[src/rtl/joy_serial_reader.sv]
// -----------------------------------------------------------------------------
// joy_serial_reader
//
// Reads the two DB9 joysticks that sit behind a 16-bit parallel-in/serial-out
// shift-register chain (74HC165 style). The block drives the chain's parallel
// load and shift clock lines and shifts the sampled word in, one bit per
// joy_clk period. At the end of every frame it presents two active-high 6-bit
// button vectors in {up, down, left, right, fire1, fire2} order.
//
// Frame timing: one LOAD tick followed by NBITS (SHIFT_LO, SHIFT_HI) tick pairs,
// i.e. (1 + 2*NBITS)*CLKDIV clk cycles per frame (264 at the defaults).
//
// Parameters:
//   CLKDIV  clk cycles per half-period of joy_clk (>= 2)
//   NBITS   serial bits per frame (16..32); bits above 15 are shifted and dropped
//
// Ports:
//   clk         system clock (7 MHz video clock at top level)
//   rst         asynchronous, active-high reset; aborts any frame in progress
//   joy_data    serial data from the chain's QH output, active-low buttons
//   joy_clk     shift clock to the chain (chain advances on its rising edge)
//   joy_load_n  active-low parallel load to the chain
//   joy1        joystick 1 {up, down, left, right, fire1, fire2}, 1 = pressed
//   joy2        joystick 2, same order
//   frame_done  one-clk pulse on the edge where joy1/joy2 are refreshed
//
// Optional feature (compile-time macro JOY_DEBOUNCE_EN):
//   When defined, joy1/joy2 only update when the 12 sampled button bits of the
//   current frame match those of the previous frame; otherwise they hold.
//   frame_done still pulses every frame. When undefined, no comparison logic
//   or previous-frame register exists and the outputs follow every frame.
// -----------------------------------------------------------------------------
module joy_serial_reader #(
  parameter int CLKDIV = 8,
  parameter int NBITS  = 16
) (
  input  logic       clk,
  input  logic       rst,
  input  logic       joy_data,
  output logic       joy_clk,
  output logic       joy_load_n,
  output logic [5:0] joy1,
  output logic [5:0] joy2,
  output logic       frame_done
);

  localparam int CNT_W = (CLKDIV > 1) ? $clog2(CLKDIV) : 1;
  localparam int IDX_W = $clog2(NBITS);

  localparam logic [CNT_W-1:0] CNT_MAX  = CNT_W'(CLKDIV - 1);
  localparam logic [IDX_W-1:0] IDX_LAST = IDX_W'(NBITS - 1);

  typedef enum logic [1:0] {
    ST_LOAD,
    ST_SHIFT_LO,
    ST_SHIFT_HI
  } state_t;

  // ---------------------------------------------------------------------------
  // State
  // ---------------------------------------------------------------------------
  logic [CNT_W-1:0] cnt_q;
  logic             tick;

  state_t           state_q;
  state_t           state_d;
  logic [IDX_W-1:0] idx_q;
  logic [IDX_W-1:0] idx_d;

  logic             sample_en;  // capture joy_data this edge
  logic             frame_end;  // last SHIFT_HI tick of the frame
  logic             in_range;   // current bit index lands in the 16-bit word
  logic             update_en;  // outputs may take the new sample

  logic [15:0]      shift_q;    // raw sampled word, active-low buttons
  logic [11:0]      cur_raw;    // the 12 button bits, joy1 then joy2

  assign tick = (cnt_q == CNT_MAX);

  // Bits 16 and above of a long chain are clocked through but never stored.
  generate
    if (IDX_W > 4) begin : g_wide_idx
      assign in_range = (idx_q[IDX_W-1:4] == '0);
    end else begin : g_narrow_idx
      assign in_range = 1'b1;
    end
  endgenerate

  // Bit 0 of the chain comes out first and is joystick 1 "up"; it ends up in
  // the MSB of each 6-bit group so that joy1[5] is up and joy1[0] is fire2.
  assign cur_raw = {shift_q[0], shift_q[1],  shift_q[2],  shift_q[3],
                    shift_q[4], shift_q[5],
                    shift_q[8], shift_q[9],  shift_q[10], shift_q[11],
                    shift_q[12], shift_q[13]};

  // Positions 6, 7, 14 and 15 carry no buttons.
  logic unused_bits;
  assign unused_bits = ^{shift_q[15:14], shift_q[7:6]};

  // ---------------------------------------------------------------------------
  // Next-state logic
  // ---------------------------------------------------------------------------
  // NOTE: every signal driven here gets a default first, so no path through
  // the block leaves a value unassigned and no latch is inferred.
  always_comb begin
    state_d   = state_q;
    idx_d     = idx_q;
    sample_en = 1'b0;
    frame_end = 1'b0;

    if (tick) begin
      unique case (state_q)
        ST_LOAD: begin
          state_d = ST_SHIFT_LO;
          idx_d   = '0;
        end
        ST_SHIFT_LO: begin
          // The chain has had a full half-period with joy_clk low to settle.
          sample_en = 1'b1;
          state_d   = ST_SHIFT_HI;
        end
        ST_SHIFT_HI: begin
          if (idx_q == IDX_LAST) begin
            frame_end = 1'b1;
            state_d   = ST_LOAD;
            idx_d     = '0;
          end else begin
            idx_d   = idx_q + IDX_W'(1);
            state_d = ST_SHIFT_LO;
          end
        end
        default: begin
          state_d = ST_LOAD;
          idx_d   = '0;
        end
      endcase
    end
  end

  // ---------------------------------------------------------------------------
  // Optional frame-to-frame debounce
  // ---------------------------------------------------------------------------
`ifdef JOY_DEBOUNCE_EN
  logic [11:0] prev_raw_q;

  // Released (all ones) after reset, so an all-released first frame agrees
  // and a pressed button needs two matching frames before it is reported.
  always_ff @(posedge clk or posedge rst) begin
    if (rst) begin
      prev_raw_q <= '1;
    end else if (frame_end) begin
      prev_raw_q <= cur_raw;
    end
  end

  assign update_en = (prev_raw_q == cur_raw);
`else
  assign update_en = 1'b1;
`endif

  // ---------------------------------------------------------------------------
  // Registers
  // ---------------------------------------------------------------------------
  // NOTE: sequential state uses non-blocking assignments so every register
  // samples the pre-edge values, independent of statement order.
  always_ff @(posedge clk or posedge rst) begin
    if (rst) begin
      cnt_q      <= '0;
      state_q    <= ST_LOAD;
      idx_q      <= '0;
      // NOTE: the sample register is reset to all ones (buttons released) so
      // no stale presses survive an aborted frame.
      shift_q    <= '1;
      joy_clk    <= 1'b0;
      joy_load_n <= 1'b1;
      joy1       <= '0;
      joy2       <= '0;
      frame_done <= 1'b0;
    end else begin
      cnt_q   <= tick ? '0 : cnt_q + CNT_W'(1);
      state_q <= state_d;
      idx_q   <= idx_d;

      // Pin outputs are registered from the next state, so they change on the
      // same edge as the state and load/clock can never overlap.
      joy_load_n <= (state_d != ST_LOAD);
      joy_clk    <= (state_d == ST_SHIFT_HI);

      frame_done <= frame_end;

      if (sample_en && in_range) begin
        shift_q[idx_q[3:0]] <= joy_data;
      end

      if (frame_end && update_en) begin
        joy1 <= ~cur_raw[11:6];
        joy2 <= ~cur_raw[5:0];
      end
    end
  end

endmodule

[config.mk]
export PLATFORM = sky130hd
export DESIGN_NAME = joy_serial_reader
export DESIGN_NICKNAME = d
export VERILOG_FILES = /design/src/rtl/joy_serial_reader.sv
export SDC_FILE = /design/constraint.sdc
export NUM_CORES = 1
export LEC_CHECK = 0
export CAP_MARGIN = 20
export CORE_ASPECT_RATIO = 1.5
export CORE_UTILIZATION = 40
export CTS_CLUSTER_DIAMETER = 30
export DETAILED_ROUTE_END_ITERATION = 10
export PLACE_DENSITY = 0.63
export SYNTH_ARGS = -nofsm -noshare
export SYNTH_HDL_FRONTEND = slang
export SYNTH_SLANG_ARGS = --single-unit
[constraint.sdc]
create_clock -name clk -period 1.9 [get_ports clk]
set_input_delay 0.38 -clock clk [delete_from_list [all_inputs] [get_ports clk]]
set_output_delay 0.38 -clock clk [all_outputs]
set_load 0.05 [all_outputs]
==> flow_metrics.py, run 1 <==
metrics = {
    "sta": {
        "max_slew.worst_pin.slew_ps": 497,
        "report.final.slew_viol_count": 0,
        "fin_skew_ps": 7.72,
        "fin_setup_tns_ps": 0,
        "setup_viol": 0,
        "relSlewSlack_pct": 66.8,
        "max_freq_mhz": 549,
        "rsz0062_at_grt": "false",
        "period_share_pct": 95.9,
        "fin_crit_ps": 1820,
        "hold_violations": 0,
    },
    "status": {
        "outcome": "finished clean",
    },
    "critical_path": {
        "crit_required_ps": 1520,
        "cp_num_buf_inv": 1,
        "cp.arrival_ps": 1440,
        "worstSetupPathType": "reg -> out",
        "path_cells": "clkdlybuf4s50_1",
        "slowest_delay_ps": 800,
        "critical_path.slowest_cell": "clkdlybuf4s50_1",
        "critPathTopFamily": "buffers and inverters",
        "crit_fanout": 2,
        "cp-start-kind": "flip-flop",
        "critPathCaptureType": "output port",
        "reg2reg_slack_ps": 240,
    },
    "power_and_ir_drop": {
        "power_leakage_nw": 0.874,
        "p_per_area_nw_per_um2": 727,
        "peakVddDrop_mv": 0.468,
    },
    "run": {
        "maxCapViolations": 0,
    },
    "drt": {
        "first_pass_iters": 4,
        "drc_errors": 0,
        "vias_per_cell": 5.40,
        "drt-initial-drc-count": 34,
        "totalWireLength_um": 2910,
        "routedWlPerCell_um": 14.3,
        "antenna_left": 0,
        "vias": 1096,
    },
    "grt": {
        "grt_pass1_wl_um": 4970,
        "gr-total-overflow": 0,
        "grt_pass1_vias": 1083,
        "grt_max_degree": 37,
        "antenna_found_initial": 0,
        "grt_usage_pct": 16.7,
    },
    "floorplanning": {
        "fp-row-count": 27,
        "core-area_um2": 3750,
        "die_h_um": 79.4,
        "die_x_um": 53.6,
        "ioPinCount": 18,
        "die_area_um2": 4260,
        "start_util_pct": 42.6,
    },
    "synthesis": {
        "synthTopCellsByCount": "dfrtp_1, o21ai_0, o21ai_1",
        "synth-seq-area-share_pct": 57.4,
        "syn_inst": 137,
        "synth.most_common_cell": "dfrtp_1",
        "synth_cell_types": 29,
        "synthFlopType": "dfrtp_1",
        "avgSynthCellArea_um2": 11.7,
        "syn_nets": 146,
        "synth_warnings": 0,
        "ys_seq_elements": 36,
        "synth_top_area_share_pct": 36.0,
        "synth-edff-count": 0,
        "syn_area_um2": 1600,
        "async_reset_ff_share_pct": 100,
        "synth_area_leaders": "dfrtp_1, dfstp_2, mux2_1",
        "yosysTopAreaCell": "dfrtp_1",
    },
    "cells_and_area": {
        "area_growth_pct": 19.7,
        "final_layout_size_suffix_gt1_share_pct": 22.5,
        "layout.nets": 168,
        "design_area_um2": 1910,
        "antenna_cells": 0,
    },
    "placement": {
        "dpl.hpwl_um": 2150,
        "place_area_um2": 1810,
        "portBuffers": 17,
        "gp_congestion": 0.809,
    },
    "clocking": {
        "htreeDepth": 2,
        "cts_made_buffers": 5,
        "clockRootBuffer": "clkbuf_8",
        "insertion_delay_ps": 290,
        "cts.sinks": 36,
        "post_cts_buffers": 0,
        "cts_tree": "built",
        "ctsHoldBuffers": 0,
        "cts-resized-gates": 0,
        "ctsLongestPathBuffers": 2,
        "clk_transition_reported_paths_ps": 70,
    },
    "min_path": {
        "min_path_type": "reg -> reg",
    },
}
[worst register-to-register path, stage by stage, from the launching register on]
cell and delay [ps]:
dfrtp_1 350, ha_1 140, ha_1 260, nand3b_1 290, buf_4 260, o21ai_0 160, o21ai_1 80
[per-stage QoR]
step	cells	util, %	total power (W)	setup WS (ps)	hold WS, ps
floorplan	137	-	0.000812	433	403
global placement	195	48.3	0.000823	301	414
detailed placement	195	48.3	0.000825	227	419
CTS	203	51.0	0.00141	62.0	431
global route	203	51.0	0.00144	16.8	470
finish	203	51.0	0.00139	77.0	429
[report_power, final]
| group | switching (W) | total (W) | internal [W] |
|---|---|---|---|
| Sequential | 0.00000316 | 0.000782 | 0.000779 |
| Combinational | 0.0000195 | 0.0000280 | 0.00000855 |
| Clock | 0.000249 | 0.000579 | 0.000330 |
| Total | 0.000271 | 0.00139 | 0.00112 |
[layout make-up]
cell class,count,area [um2]
fill,327,1840
sequential,36,917
multi-input combinational,86,612
timing repair buffer,23,203
clock buffer,8,100
tap,43,53.8
inverter,7,26.3
[metal layers]
layer / track usage (%) / wire [um]
met1: 17.6 / 1130
met2: 28.5 / 1630
met3: 4.76 / 78
met4: 9.21 / 81
met5: 0 / 0
[final timing paths]
kind	startpoint	end	cells past startpoint
min reg2reg	cnt_q[0]	cnt_q[0]	1
min	cnt_q[0]	cnt_q[0]	1
max in group asynchronous	rst	shift_q[4]	3
max	joy1[4]	joy1[4]	1
min in group asynchronous	rst	joy1[4]	3
max reg2reg	cnt_q[0]	joy1[5]	6
[cell families (layout without fill, tap and decap cells)]
kind of cell | after synthesis | after routing | synth area share [%]
DFF | 36 | 36 | 57.4
buffers and inverters | 15 | 38 | 4.31
muxes | 14 | 14 | 9.71
adders and majority gates | 6 | 6 | 4.70
AOI/OAI and AO/OA | 34 | 34 | 11.8
and+or+nand+nor | 32 | 32 | 12.1
[cell usage in the layout (no fill, tap or decap)]
cell type | synthesis | layout
a22o_1 | 2 | 2
mux2i_1 | 2 | 2
and3b_1 | 1 | 1
buf_4 | 0 | 11
nor2_1 | 9 | 9
o211ai_1 | 1 | 1
clkdlybuf4s50_1 | 0 | 12
nor4b_2 | 1 | 1
clkbuf_1 | 3 | 1
o21ai_0 | 14 | 14
nand3b_1 | 2 | 2
nor2b_1 | 2 | 2
o2bb2ai_1 | 2 | 2
dfstp_2 | 13 | 13
nand3_1 | 3 | 3
a31oi_1 | 1 | 1
nand3_2 | 1 | 1
nand2_1 | 3 | 3
clkbuf_8 | 0 | 7
nor3_1 | 3 | 3
nand2b_1 | 2 | 2
ha_1 | 6 | 6
mux2_2 | 1 | 1
or2_4 | 1 | 1
inv_2 | 1 | 1
mux2_1 | 11 | 11
inv_1 | 6 | 6
nand4b_1 | 4 | 4
o21ai_1 | 14 | 14
dfrtp_1 | 23 | 23
[state kept, by name (all words and copies together), names as in the netlist]
register,cells
joy_clk,1
joy2,6
joy_load_n,1
joy1,6
shift_q,12
frame_done,1
cnt_q,3
idx_q,4
state_q,2
(Power assumes the default switching activity.)
==> run 2: changes to the inputs <==
- GPL_ROUTABILITY_DRIVEN: unset -> 0
==> results of run 2 <==
Same layout as run 1: the final DEF is identical, and so are final timing and power.
